`config.mk`:
```
export PLATFORM = sky130hd
export DESIGN_NAME = vram_arbiter_flat
export DESIGN_NICKNAME = d
export VERILOG_FILES = /design/src/rtl/vram_arbiter_if.sv /design/src/rtl/vram_arbiter.sv /design/src/flat_wrapper.sv
export SDC_FILE = /design/constraint.sdc
export NUM_CORES = 1
export LEC_CHECK = 0
export CORE_MARGIN = 5
export CORE_UTILIZATION = 41
export DETAILED_ROUTE_END_ITERATION = 7
export PLACE_DENSITY = 0.93
export SLEW_MARGIN = 20
export SYNTH_ARGS = -nofsm -noshare
export SYNTH_HDL_FRONTEND = slang
export SYNTH_SLANG_ARGS = --single-unit
```
`constraint.sdc`:
```
create_clock -name clock -period 2.4 [get_ports clock]
set_input_delay 0.48 -clock clock [delete_from_list [all_inputs] [get_ports clock]]
set_output_delay 0.48 -clock clock [all_outputs]
set_load 0.03 [all_outputs]
```
`src/rtl/vram_arbiter_if.sv`:
```
`default_nettype none
`timescale 1ns/1ps
// =============================================================================
// Module      : vram_arbiter_if
// Description : Video, CPU and VRAM-side signal bundle for vram_arbiter.
// Revision    : 1.0 - initial release
// =============================================================================
interface vram_arbiter_if;
  logic        ce;
  logic        vidActive;
  logic        vidReq;
  logic [1:0]  vidB;
  logic [12:0] vidA;
  logic [7:0]  vidD;
  logic        cpuReq;
  logic        cpuWr;
  logic [1:0]  cpuB;
  logic [12:0] cpuA;
  logic [7:0]  cpuD;
  logic [7:0]  cpuQ;
  logic        cpuWait;
  logic [14:0] memA;
  logic [7:0]  memD;
  logic        memWe;
  logic [7:0]  memQ;
  logic [1:0]  grant;

  modport slave (
    input  ce, vidActive, vidReq, vidB, vidA,
    input  cpuReq, cpuWr, cpuB, cpuA, cpuD,
    input  memQ,
    output vidD, cpuQ, cpuWait, memA, memD, memWe, grant
  );

  modport master (
    output ce, vidActive, vidReq, vidB, vidA,
    output cpuReq, cpuWr, cpuB, cpuA, cpuD,
    output memQ,
    input  vidD, cpuQ, cpuWait, memA, memD, memWe, grant
  );
endinterface
`default_nettype wire

```
`src/rtl/vram_arbiter.sv`:
```
`default_nettype none
`timescale 1ns/1ps
// =============================================================================
// Module      : vram_arbiter
// Description : Slot arbiter sharing the 32 KB VRAM between video fetch and CPU.
//               Optional macro VRAM_CONTENTION_EN blocks the CPU for the whole
//               active display window.
// Revision    : 1.0 - initial release
// =============================================================================
module vram_arbiter (
  input  logic          clock,
  input  logic          reset,
  vram_arbiter_if.slave bus
);

  typedef enum logic [1:0] {
    IDLE   = 2'd0,
    WAIT   = 2'd1,
    ACCESS = 2'd2,
    DONE   = 2'd3
  } state_t;

  localparam logic [1:0] GRANT_NONE = 2'b00;
  localparam logic [1:0] GRANT_VID  = 2'b01;
  localparam logic [1:0] GRANT_CPU  = 2'b10;

  state_t      state;
  state_t      state_next;
  logic        cpu_allowed;
  logic        cpu_grant;
  logic        acc_wr;
  logic        mem_we;
  logic [14:0] mem_a;
  logic [7:0]  mem_d;
  logic [7:0]  cpu_q;
  logic [1:0]  grant;

`ifdef VRAM_CONTENTION_EN
  assign cpu_allowed = ~bus.vidActive;
`else
  // vidActive only shapes arbitration in the contention build
  logic unused_vid_active;
  assign unused_vid_active = bus.vidActive;
  assign cpu_allowed       = 1'b1;
`endif

  assign cpu_grant = bus.ce & ~bus.vidReq & cpu_allowed & bus.cpuReq &
                     ((state == IDLE) | (state == WAIT));

  always_ff @(posedge clock or negedge reset) begin
    if (!reset) begin
      state <= IDLE;
    end else begin
      state <= state_next;
    end
  end

  always_comb begin
    state_next = state;
    case (state)
      IDLE:    if (bus.cpuReq) state_next = cpu_grant ? ACCESS : WAIT;
      WAIT: begin
        if (cpu_grant)        state_next = ACCESS;
        else if (!bus.cpuReq) state_next = IDLE;
      end
      // A request dropped here still completes; the slot is already committed
      ACCESS:  if (bus.ce) state_next = DONE;
      DONE:    if (!bus.cpuReq) state_next = IDLE;
      default: state_next = IDLE;
    endcase
  end

  always_ff @(posedge clock or negedge reset) begin
    if (!reset) begin
      mem_a  <= '0;
      mem_d  <= '0;
      mem_we <= 1'b0;
      cpu_q  <= '0;
      grant  <= GRANT_NONE;
      acc_wr <= 1'b0;
    end else begin
      mem_we <= cpu_grant & bus.cpuWr;
      if (bus.ce) begin
        if (bus.vidReq) begin
          grant <= GRANT_VID;
          mem_a <= {bus.vidB, bus.vidA};
        end else if (cpu_grant) begin
          grant  <= GRANT_CPU;
          mem_a  <= {bus.cpuB, bus.cpuA};
          mem_d  <= bus.cpuD;
          acc_wr <= bus.cpuWr;
        end else begin
          grant <= GRANT_NONE;
        end
        // memQ still reflects the CPU address latched one slot earlier
        if ((state == ACCESS) && !acc_wr) begin
          cpu_q <= bus.memQ;
        end
      end
    end
  end

  assign bus.memA    = mem_a;
  assign bus.memD    = mem_d;
  assign bus.memWe   = mem_we;
  assign bus.cpuQ    = cpu_q;
  assign bus.grant   = grant;
  assign bus.vidD    = bus.memQ;
  assign bus.cpuWait = bus.cpuReq & (state != DONE);

endmodule
`default_nettype wire

```
`src/flat_wrapper.sv`:
```
// flat-port wrapper written by rule: the top's interface ports become plain ports
module vram_arbiter_flat 
  (clock, reset, bus_ce, bus_vidActive, bus_vidReq, bus_vidB, bus_vidA, bus_cpuReq, bus_cpuWr, bus_cpuB, bus_cpuA, bus_cpuD, bus_memQ, bus_vidD, bus_cpuQ, bus_cpuWait, bus_memA, bus_memD, bus_memWe, bus_grant);
  vram_arbiter_if bus_i ();
  input  logic clock;
  input  logic reset;
  input wire logic [$bits(bus_i.ce)-1:0] bus_ce;
  input wire logic [$bits(bus_i.vidActive)-1:0] bus_vidActive;
  input wire logic [$bits(bus_i.vidReq)-1:0] bus_vidReq;
  input wire logic [$bits(bus_i.vidB)-1:0] bus_vidB;
  input wire logic [$bits(bus_i.vidA)-1:0] bus_vidA;
  input wire logic [$bits(bus_i.cpuReq)-1:0] bus_cpuReq;
  input wire logic [$bits(bus_i.cpuWr)-1:0] bus_cpuWr;
  input wire logic [$bits(bus_i.cpuB)-1:0] bus_cpuB;
  input wire logic [$bits(bus_i.cpuA)-1:0] bus_cpuA;
  input wire logic [$bits(bus_i.cpuD)-1:0] bus_cpuD;
  input wire logic [$bits(bus_i.memQ)-1:0] bus_memQ;
  output wire logic [$bits(bus_i.vidD)-1:0] bus_vidD;
  output wire logic [$bits(bus_i.cpuQ)-1:0] bus_cpuQ;
  output wire logic [$bits(bus_i.cpuWait)-1:0] bus_cpuWait;
  output wire logic [$bits(bus_i.memA)-1:0] bus_memA;
  output wire logic [$bits(bus_i.memD)-1:0] bus_memD;
  output wire logic [$bits(bus_i.memWe)-1:0] bus_memWe;
  output wire logic [$bits(bus_i.grant)-1:0] bus_grant;
  assign bus_i.ce = bus_ce;
  assign bus_i.vidActive = bus_vidActive;
  assign bus_i.vidReq = bus_vidReq;
  assign bus_i.vidB = bus_vidB;
  assign bus_i.vidA = bus_vidA;
  assign bus_i.cpuReq = bus_cpuReq;
  assign bus_i.cpuWr = bus_cpuWr;
  assign bus_i.cpuB = bus_cpuB;
  assign bus_i.cpuA = bus_cpuA;
  assign bus_i.cpuD = bus_cpuD;
  assign bus_i.memQ = bus_memQ;
  assign bus_vidD = bus_i.vidD;
  assign bus_cpuQ = bus_i.cpuQ;
  assign bus_cpuWait = bus_i.cpuWait;
  assign bus_memA = bus_i.memA;
  assign bus_memD = bus_i.memD;
  assign bus_memWe = bus_i.memWe;
  assign bus_grant = bus_i.grant;
  vram_arbiter u_core (.clock(clock), .reset(reset), .bus(bus_i));
endmodule
```
==> key figures, run 1 <==
Clock tree
  – Setup repair bufs after CTS: 0
  – Root buffer cell: clkbuf_8
  – CTS tree: yes
  – Hold buffers post-CTS: 0
  – Reg clk slew, reported paths: 0.07 ns
  – Post-CTS sizing: 0
  – Clk sinks: 37
  – CTS Buffer Depth: 2
  – CTS Buf Count: 5
  – CTS H-tree lvls: 2
  – Clk_lat worst skew: 0.28 ns

Timing
  – Hold Fails Final Rpt: 0
  – Pins over their slew limit: 0
  – Post-route setup TNS: 0 ns
  – Least-Margin Pin Slew: 0.814 ns
  – RSZ-0062 raised after global routing: false
  – Crit path time final: roughly 2.1 ns
  – Max Fclk: around 470 MHz
  – Clock skew: 0.00434 ns
  – Setup slack after layout: approximately 0.27 ns
  – Slew headroom: 0.457
  – Final setup violation count: 0
  – Final period util: 0.888

Layout
  – Share of cells above drive strength 1: 0.320
  – Final #Nets: 258
  – Area growth syn-to-layout: 62.7%
  – Antenna cells: 0
  – # fillers: 312

Floorplanning
  – Initial core utilization: 0.422
  – Rows: 23
  – Core Region: 3970 µm²
  – IO Pins: 96
  – Die Ht: 73.9 µm
  – DIE AREA: 5460 µm²
  – Die Wd: 73.9 µm

Synth
  – Mapped Nets: 165
  – Synthesized area: between 1500 and 2000 µm²
  – XOR/XNOR share of the synthesized area: 0
  – Post-synthesis adder-cell area fraction: 0
  – Avg Cell Area, Syn: 15.0 µm²
  – Post-Synth Simple-Gate Area: 0.0351
  – Largest family of logic cells by synthesized area: multiplexers
  – Warnings from Yosys: 0
  – FF+latch count, synth: 37
  – Seq/Total Area, Yosys: 0.553
  – Ranking of synthesized cells by area: dfrtp_1 55%, mux2_2 32%, buf_4 3.6%, nor4_4 1.3%, o21a_4 0.90%
  – Top cell type's share of synthesized area: 0.553
  – Compound-Gate Fraction of Synth Area: 0.0284
  – Synth cell types: 20
  – Cell taking the most area after synthesis: dfrtp_1
  – Post-Syn Instances: 112
  – Mux cell area share after synthesis: 0.323

Critical path
  – CP Data Required Time: 1.92 ns
  – Crit start category: input pin
  – Max incr delay on CP: 0.68 ns
  – Critical path type: input pin to output port
  – Crit path capture type: output port
  – Crit path buffers/inverters: 2
  – CP max FO: 2
  – Arr. time, crit path: 1.65 ns
  – Cells on worst reg2reg path: 4
  – CP dominant cell by count: clkdlybuf4s50_1
  – CP max-delay cell: clkdlybuf4s50_1
  – Top delay family on crit path: buffers and inverters
  – Cells along the critical path: clkdlybuf4s50_1, clkdlybuf4s50_1
  – Critical path depth: 2

Routing
  – Drc violations: 0
  – Post-DRT Antenna Nets: 0
  – DR pass1 iterations: 3
  – Drt total wl: about 4.2 mm
  – DR iter-0 viols: 37
  – Via count: 1230
  – DR WL/cell: 16.4 µm
  – DR vias/cell: approximately 4.8

Placed design
  – IO Port Bufs: 94
  – GP Congestion: 0.708
  – Post-Place Worst Slack: 0.261 ns

GRT
  – Overflow after GRT: 0
  – Largest net degree at the start of global routing: 38
  – Number of global-route vias before repair: 1341
  – First-pass GRT wire length: ~6.4 mm
  – Number of antenna violations at the first check in global routing: 0
  – GRT Util Overall: 0.159

Power and ir drop
  – PD cells: just under 1000 nW/µm²
  – VDD IR max: 0.505 mV
  – P_leak: between 1 and 1.5 nW
  – Final Power: 2.63 mW

Worst hold path
  – Hold crit path type: input pin to asynchronous set/reset pin

Run status
  – Status: complete, no violations

Run
  – Max Cap Violations: 0
[worst paths after layout]
kind	from	endpoint	slack (ns)
worst max-delay path	bus_memQ[1]	bus_vidD[1]	0.27
worst min-delay path	reset	u_core.bus.memD[4]$_DFFE_PN0P_	0.28
worst max register to register	u_core.state[1]$_DFFE_PN0P_	u_core.bus.cpuQ[7]$_DFFE_PN0P_	0.99
worst min register to register	u_core.bus.grant[1]$_DFFE_PN0P_	u_core.bus.grant[1]$_DFFE_PN0P_	0.49
max in group asynchronous	reset	u_core.bus.memA[11]$_DFFE_PN0P_	1.60
min in group clock	u_core.bus.grant[1]$_DFFE_PN0P_	u_core.bus.grant[1]$_DFFE_PN0P_	0.49
[flip-flops by register name, indices dropped and copies added (netlist names)]
signal,flops
u_core.acc_wr,1
u_core.bus.cpuQ,8
u_core.bus.memA,15
u_core.bus.grant,2
u_core.state,2
u_core.bus.memWe,1
u_core.bus.memD,8
[metal layers]
metal | share of wire | wire length, µm | up-vias | global-route usage
li1 | - | - | 579 | -
met1 | 0.35 | 1470 | 596 | 0.169
met2 | 0.54 | 2260 | 48 | 0.289
met3 | 0.084 | 352 | 7 | 0.0479
met4 | 0.025 | 106 | 0 | 0.0664
met5 | 0 | 0 | - | 0
[synth_stat cells]
master	instances
and2b_2	1
nor2b_1	1
a211oi_1	1
buf_6	1
dfrtp_1	37
mux2_2	48
inv_2	1
clkbuf_8	1
o21ai_0	2
and2_1	1
a21boi_0	1
o21a_4	1
nand3b_1	1
nor4_4	1
inv_1	1
nor2_1	1
nor3_1	1
a21o_1	1
buf_2	2
buf_4	8
[kinds of logic after synthesis]
kind of cell	count (synthesis)
compound gates	6
buf+inv	14
flops	37
mux	48
simple gates	7
[final cells by class]
class	instances	area (µm²)	share of cell area
well taps	50	62.6	0.0229
flip-flops and latches	37	926	0.340
multi-input cells	61	647	0.237
inverters	2	7.51	0.00275
repair buffers	98	963	0.353
clock buffers	6	82.6	0.0303
clock inverters	2	37.5	0.0138
[through the flow]
stage	instance area (µm²)	hold slack, ns	utilization	instances
after floorplan	1680	0.184	-	112
after global routing	2730	0.339	0.687	256
after detailed placement	2610	0.476	0.656	248
after global placement	2610	0.464	0.656	248
after CTS	2730	0.304	0.687	256
final	2730	0.281	0.687	256
[report_power, final]
| group | switching [mW] | internal, mW | leakage, nW | total, mW |
|---|---|---|---|---|
| Sequential | 0.105 | 0.815 | 0.440 | 0.920 |
| Clock | 0.219 | 0.338 | 0.0574 | 0.557 |
| Combinational | 0.586 | 0.564 | 0.618 | 1.15 |
[layout by cell type, fill, tap and decap left out, drive strengths merged]
cell	count
a211oi	1
a21boi	1
a21o	1
and2	1
and2b	1
buf	6
bufinv	1
clkbuf	6
clkdlybuf4s50	92
clkinvlp	1
dfrtp	37
inv	2
mux2	48
nand3b	1
nor2	1
nor2b	1
nor3	1
nor4	1
o21a	1
o21ai	2
No activity file was read; power rests on OpenSTA's default activity.
==> run 2, diff against run 1 <==
--- a/config.mk
+++ b/config.mk
@@ -9,7 +9,8 @@
 export CORE_UTILIZATION = 41
 export DETAILED_ROUTE_END_ITERATION = 7
-export PLACE_DENSITY = 0.93
+export PLACE_DENSITY = 0.86
 export SLEW_MARGIN = 20
 export SYNTH_ARGS = -nofsm -noshare
 export SYNTH_HDL_FRONTEND = slang
 export SYNTH_SLANG_ARGS = --single-unit
+export TNS_END_PERCENT = 1
==> constraint.sdc (replaced) <==
create_clock -name clock -period 2.4 [get_ports clock]
set_input_delay 0.24 -clock clock [delete_from_list [all_inputs] [get_ports clock]]
set_output_delay 0.24 -clock clock [all_outputs]
set_load 0.03 [all_outputs]
==> run 2 against run 1 <==
Non-clock buffer count unchanged. Flip-flop and latch count unchanged. Sequential power increased by 0.4%.
==> key figures, run 2 (synthesis results as in run 1) <==
Clock tree
  – CTS tree: yes
  – Post-CTS sizing: 0 (unchanged)
  – Clk sinks: 37 (unchanged)
  – Setup repair bufs after CTS: 0 (unchanged)
  – Hold buffers post-CTS: 0 (unchanged)
  – Clk_lat worst skew: 0.28 ns (about the same)
  – CTS H-tree lvls: 2 (unchanged)
  – CTS Buf Count: 5 (unchanged)
  – Root buffer cell: clkbuf_8
  – Reg clk slew, reported paths: 0.07 ns (about the same)
  – CTS Buffer Depth: 2 (unchanged)

Routing
  – DR pass1 iterations: 4 (+1)
  – Via count: 1219 (-0.89%)
  – DR vias/cell: 4.76 (-0.89%)
  – Drt total wl: 4.07 mm (-3.1%)
  – Drc violations: 0 (unchanged)
  – DR iter-0 viols: 34 (-8.1%)
  – Post-DRT Antenna Nets: 0 (unchanged)
  – DR WL/cell: 15.9 µm (-3.1%)

Run status
  – Status: complete, no violations

Power and ir drop
  – P_leak: 1.12 nW (+0.86%)
  – Sw Ratio: 0.333 (-0.0133)
  – Part of the power in the clock network: 0.231 (+0.019)
  – Int Pwr: 1.79 mW (+4.4%)
  – Logic pwr share: 0.425 (-0.013)
  – P_sw: 0.896 mW (-1.6%)
  – PD cells: 980 nW/µm² (+1.7%)
  – VDD IR max: 0.481 mV (-4.8%)
  – Register share of total power: 0.344 (-0.006)

Critical path
  – Crit start category: input pin
  – Critical path type: input pin to output port
  – Arr. time, crit path: 1.73 ns (+0.08 ns)
  – CP max FO: 5 (+3)
  – Crit path capture type: output port
  – CP Data Required Time: 2.16 ns (+0.24 ns)

Layout
  – Antenna cells: 0 (unchanged)
  – Area growth syn-to-layout: 63.7%
  – Non-Filler Instances: 256 (unchanged)
  – # fillers: 284 (-9.0%)
  – Number of flip-flops in the largest register: 15 (unchanged)
  – Final #Nets: 258 (unchanged)
  – Final Core Density: 0.691 (+0.00410)
  – Share of cells above drive strength 1: 0.316 (-0.00485)
  – Fin area: 2740 µm² (+0.60%)
  – Most common cell after layout, fill and taps aside: clkdlybuf4s50_1
  – Most frequent cells in the layout: 93 x clkdlybuf4s50_1, 48 x mux2_2, 37 x dfrtp_1, 5 x clkbuf_8, 4 x buf_4

Timing
  – Least-Margin Pin Slew: 0.802 ns (-0.0126 ns)
  – Clock skew: 0.00409 ns (-0.000247 ns)
  – Setup slack after layout: 0.430 ns (+0.162 ns)
  – RSZ-0062 raised after global routing: false
  – Final setup violation count: 0 (unchanged)
  – Final period util: 0.821 (-0.0676)
  – Post-route setup TNS: 0 ns (unchanged)
  – Hold Fails Final Rpt: 0 (unchanged)
  – Crit path time final: 1.97 ns (-0.162 ns)
  – Pins over their slew limit: 0 (unchanged)
  – Slew headroom: 0.466 (+0.00840)
  – Max Fclk: 508 MHz (+8.2%)

GRT
  – First-pass GRT wire length: 6.46 mm (+0.33%)
  – GRT Util Overall: 0.159 (-0.000163)
  – Largest net degree at the start of global routing: 38 (unchanged)
  – Overflow after GRT: 0 (unchanged)
  – Number of antenna violations at the first check in global routing: 0 (unchanged)
  – Number of global-route vias before repair: 1362 (+1.6%)

Floorplanning
  – Die Ht: 73.9 µm (unchanged)
  – Initial core utilization: 0.422 (unchanged)
  – Rows: 23 (unchanged)
  – IO Pins: 96 (unchanged)
  – Core Region: 3970 µm² (unchanged)
  – DIE AREA: 5460 µm² (unchanged)
  – Die Wd: 73.9 µm (unchanged)

Placed design
  – Dpl hpwl: 3.33 mm
  – Placed Area: 2610 µm² (about the same)
  – IO Port Bufs: 94 (unchanged)
  – GP Congestion: 0.729 (+2.9%)
  – Post-Place Worst Slack: 0.427 ns (+0.166 ns)
  – Dpl cells: 248 (unchanged)

Worst hold path
  – Hold crit path type: input pin to asynchronous set/reset pin

Run
  – Max Cap Violations: 0 (unchanged)
run 2: cell types whose count changed in the layout (fill, tap and decap cells not counted), sizes merged:
cell	change
buf	-1
bufinv	+1
clkbuf	-1
clkdlybuf4s50	+1
clkinv	+1
clkinvlp	-1
run 2: per-layer routing:
layer | vias up | GRT usage | share of wire | wire (µm)
li1 | 576 | - | - | -
met1 | 587 | 0.167 | 0.34 | 1380
met2 | 54 | 0.293 | 0.56 | 2260
met3 | 2 | 0.0561 | 0.095 | 385
met4 | 0 | 0.0483 | 0.0096 | 39
met5 | - | 0 | 0 | 0
run 2: path summary, 6_finish.rpt:
kind | cells past startpoint | to | slack, ns | startpoint
min | 1 | u_core.bus.memD[1]$_DFFE_PN0P_ | 0.04 | reset
max reg2reg | 3 | u_core.bus.cpuQ[6]$_DFFE_PN0P_ | 0.86 | u_core.state[1]$_DFFE_PN0P_
min reg2reg | 1 | u_core.bus.grant[1]$_DFFE_PN0P_ | 0.50 | u_core.bus.grant[1]$_DFFE_PN0P_
max in group asynchronous | 1 | u_core.bus.grant[0]$_DFFE_PN0P_ | 1.85 | reset
min in group clock | 1 | u_core.bus.grant[1]$_DFFE_PN0P_ | 0.50 | u_core.bus.grant[1]$_DFFE_PN0P_
max | 3 | bus_cpuWait | 0.43 | bus_cpuReq
run 2: per-stage QoR:
step | total power [mW] | hold slack [ns]
2_1_floorplan | 1.56 | -0.0556
6_report | 2.69 | 0.0420
4_1_cts | 2.73 | 0.0523
3_3_place_gp | 2.05 | 0.356
3_5_place_dp | 2.09 | 0.363
5_1_grt | 2.81 | 0.112
run 2: final cells by class:
cell class | count | area, µm² | share of cell area
well taps | 50 | 62.6 | 0.0228
clock buffers | 5 | 68.8 | 0.0251
multi-input cells | 61 | 647 | 0.236
inverters | 2 | 7.51 | 0.00274
repair buffers | 98 | 966 | 0.352
clock inverters | 3 | 65.1 | 0.0237
flip-flops and latches | 37 | 926 | 0.338
run 2: worst max-delay path: stages:
cell,delay [ns]
clkdlybuf4s50_1,0.54
a21boi_0,0.23
clkdlybuf4s50_1,0.72
run 2: power groups by stage:
stage / Sequential, mW / Combinational (mW) / Clock (mW)
final: 0.924 / 1.14 / 0.621
after global routing: 0.949 / 1.20 / 0.664
after CTS: 0.927 / 1.16 / 0.642
after detailed placement: 0.937 / 1.16 / 0
after global placement: 0.920 / 1.13 / 0
after floorplan: 1.28 / 0.279 / 0
==> run 3, diff against run 2 <==
Settings changed: CORE_UTILIZATION 41 to 34, PLACE_DENSITY 0.86 to 0.76.
Clock period 2.4 ns to 1.7 ns, I/O delays scaled along.
==> run 3 against run 2 <==
Design area up 1.4%. Flip-flop and latch count unchanged. Clock-buffer cell count up 1. Total power up 39%. Final cell count up 8.2%. First-iteration DRC count up 15%. Non-clock buffer count up 4. Clock power up 30%. Combinational power up 43%. Global-route usage down 2.6 points. Die area up 18%.
==> key figures, run 3 (synthesis results as in run 1) <==
Timing
  – Slew headroom: 0.680 (+0.214)
  – Least-Margin Pin Slew: 0.480 ns (-0.322 ns)
  – Hold Fails Final Rpt: 0 (unchanged)
  – Pins over their slew limit: 0 (unchanged)
  – Final period util: 0.884
  – Max Fclk: ~670 MHz
  – Clock skew: 0.0131 ns (+0.00897 ns)
  – Final setup violation count: 0 (unchanged)
  – RSZ-0062 raised after global routing: false
  – Crit path time final: 1.50 ns
  – Hold_ws: 0.444 ns (+0.402 ns)
  – Post-route setup TNS: 0 ns (unchanged)
  – Setup slack after layout: 0.197 ns (-0.233 ns)

Clock tree
  – CTS Buffer Depth: 2 (unchanged)
  – Clk_lat worst skew: 0.29 ns (about the same)
  – CTS tree: yes
  – Clk sinks: 37 (unchanged)
  – CTS Buf Count: 5 (unchanged)
  – Reg clk slew, reported paths: 0.08 ns (about the same)
  – CTS H-tree lvls: 2 (unchanged)
  – Post-CTS sizing: 0 (unchanged)
  – Setup repair bufs after CTS: 0 (unchanged)
  – Root buffer cell: clkbuf_8

Critical path
  – Max incr delay on CP: 0.68 ns (-0.04 ns)
  – Arr. time, crit path: 1.33 ns (-0.40 ns)
  – Crit path buffers/inverters: 1 (-1)
  – Cells along the critical path: clkdlybuf4s50_1
  – Top delay family on crit path: buffers and inverters
  – Crit Reg-Reg Startpoint: u_core.state[1]$_DFFE_PN0P_
  – CP max-delay cell: clkdlybuf4s50_1
  – Crit start category: register
  – Critical path type: register to output port
  – CP Data Required Time: 1.53 ns (-0.63 ns)
  – Crit. Startpoint: u_core.bus.memD[2]$_DFFE_PN0P_
  – Crit path capture type: output port
  – CP max FO: 2 (-3)

GRT
  – Overflow after GRT: 0 (unchanged)
  – Largest net degree at the start of global routing: 38 (unchanged)
  – First-pass GRT wire length: 6.57 mm (+1.7%)
  – Number of antenna violations at the first check in global routing: 0 (unchanged)
  – GRT Util Overall: 0.133 (-0.0260)
  – Number of global-route vias before repair: 1309 (-3.9%)

Layout
  – Area growth syn-to-layout: 65.9%
  – Area of the multi-input gates: 647 µm² (unchanged)
  – Fin area: 2780 µm² (+1.4%)
  – Most frequent cells in the layout: 92 x clkdlybuf4s50_1, 48 x mux2_2, 37 x dfrtp_1, 8 x buf_4, 6 x clkbuf_8
  – Register area: 926 µm² (unchanged)
  – Number of flip-flops in the largest register: 15 (unchanged)
  – Final #Nets: 262 (+1.6%)
  – Antenna cells: 0 (unchanged)
  – # fillers: 396 (+39%)
  – Share of cells above drive strength 1: 0.329 (+0.0130)
  – Most common cell after layout, fill and taps aside: clkdlybuf4s50_1

Power and ir drop
  – P_leak: 1.13 nW (+0.80%)
  – VDD IR max: 0.679 mV (+41%)
  – PD cells: 1340 nW/µm² (+37%)
  – Final Power: 3.74 mW (+39%)

Floorplanning
  – Die Wd: 80.2 µm (+8.5%)
  – Die Ht: 80.2 µm (+8.5%)
  – Core Region: 4750 µm² (+20%)
  – Initial core utilization: 0.352 (-0.0695)
  – Rows: 25 (+8.7%)
  – DIE AREA: 6430 µm² (+18%)
  – IO Pins: 96 (unchanged)

Routing
  – DR vias/cell: 4.48 (-5.9%)
  – DR WL/cell: 15.0 µm (-5.8%)
  – DR pass1 iterations: 2 (-2)
  – Drc violations: 0 (unchanged)
  – Via count: 1241 (+1.8%)
  – DR iter-0 viols: 39 (+15%)
  – Post-DRT Antenna Nets: 0 (unchanged)
  – Drt total wl: 4.15 mm (+1.9%)

Run status
  – Status: complete, no violations

Run
  – Max Cap Violations: 0 (unchanged)

Placed design
  – IO Port Bufs: 94 (unchanged)
  – Placed Area: 2650 µm² (+1.6%)
  – Dpl hpwl: 3.19 mm (-4.2%)
  – Post-Place Worst Slack: -0.0440 ns (-0.471 ns)
  – GP Congestion: 0.817 (+12%)

Worst hold path
  – Hold crit path type: input pin to asynchronous set/reset pin
[run 3: per-stage QoR]
step,util,instances
after floorplan,-,112
after global placement,0.557,268
after detailed placement,0.557,268
after CTS,0.585,277
after global routing,0.585,277
final,0.585,277
[run 3: cell type report]
| cell class | instances | area share |
|---|---|---|
| clock buffers | 6 | 0.0297 |
| clock inverters | 2 | 0.0135 |
| inverters | 2 | 0.00270 |
| multi-input cells | 61 | 0.233 |
| flip-flops and latches | 37 | 0.333 |
| well taps | 67 | 0.0302 |
| repair buffers | 102 | 0.358 |
[run 3: repair_timing]
item,CTS,global route
hold buffers,1,0
endpoints found under the hold margin,37,0
setup endpoints to repair,0,0
[run 3: routing by layer]
metal | vias up | global-route usage | part of all wire
li1 | 579 | - | -
met1 | 605 | 0.147 | 0.38
met2 | 52 | 0.231 | 0.51
met3 | 5 | 0.0471 | 0.093
met4 | 0 | 0.0507 | 0.013
met5 | - | 0 | 0
[run 3: power breakdown]
group | total [mW] | internal [mW] | switching, mW
registers | 1.30 | 1.15 | 0.149
clock network | 0.810 | 0.477 | 0.333
logic | 1.63 | 0.801 | 0.826
total | 3.74 | 2.43 | 1.31
[run 3: worst paths after layout]
| path | end | slack, ns | depth (start not counted) |
|---|---|---|---|
| max | bus_memD[2] | 0.20 | 1 |
| min | u_core.bus.cpuQ[0]$_DFFE_PN0P_ | 0.44 | 3 |
| max reg2reg | u_core.bus.cpuQ[0]$_DFFE_PN0P_ | 0.30 | 4 |
| min reg2reg | u_core.bus.grant[1]$_DFFE_PN0P_ | 0.48 | 1 |
| max in group asynchronous | u_core.bus.memA[4]$_DFFE_PN0P_ | 0.91 | 3 |
| min in group clock | u_core.bus.memWe$_DFF_PN0_ | 0.46 | 2 |
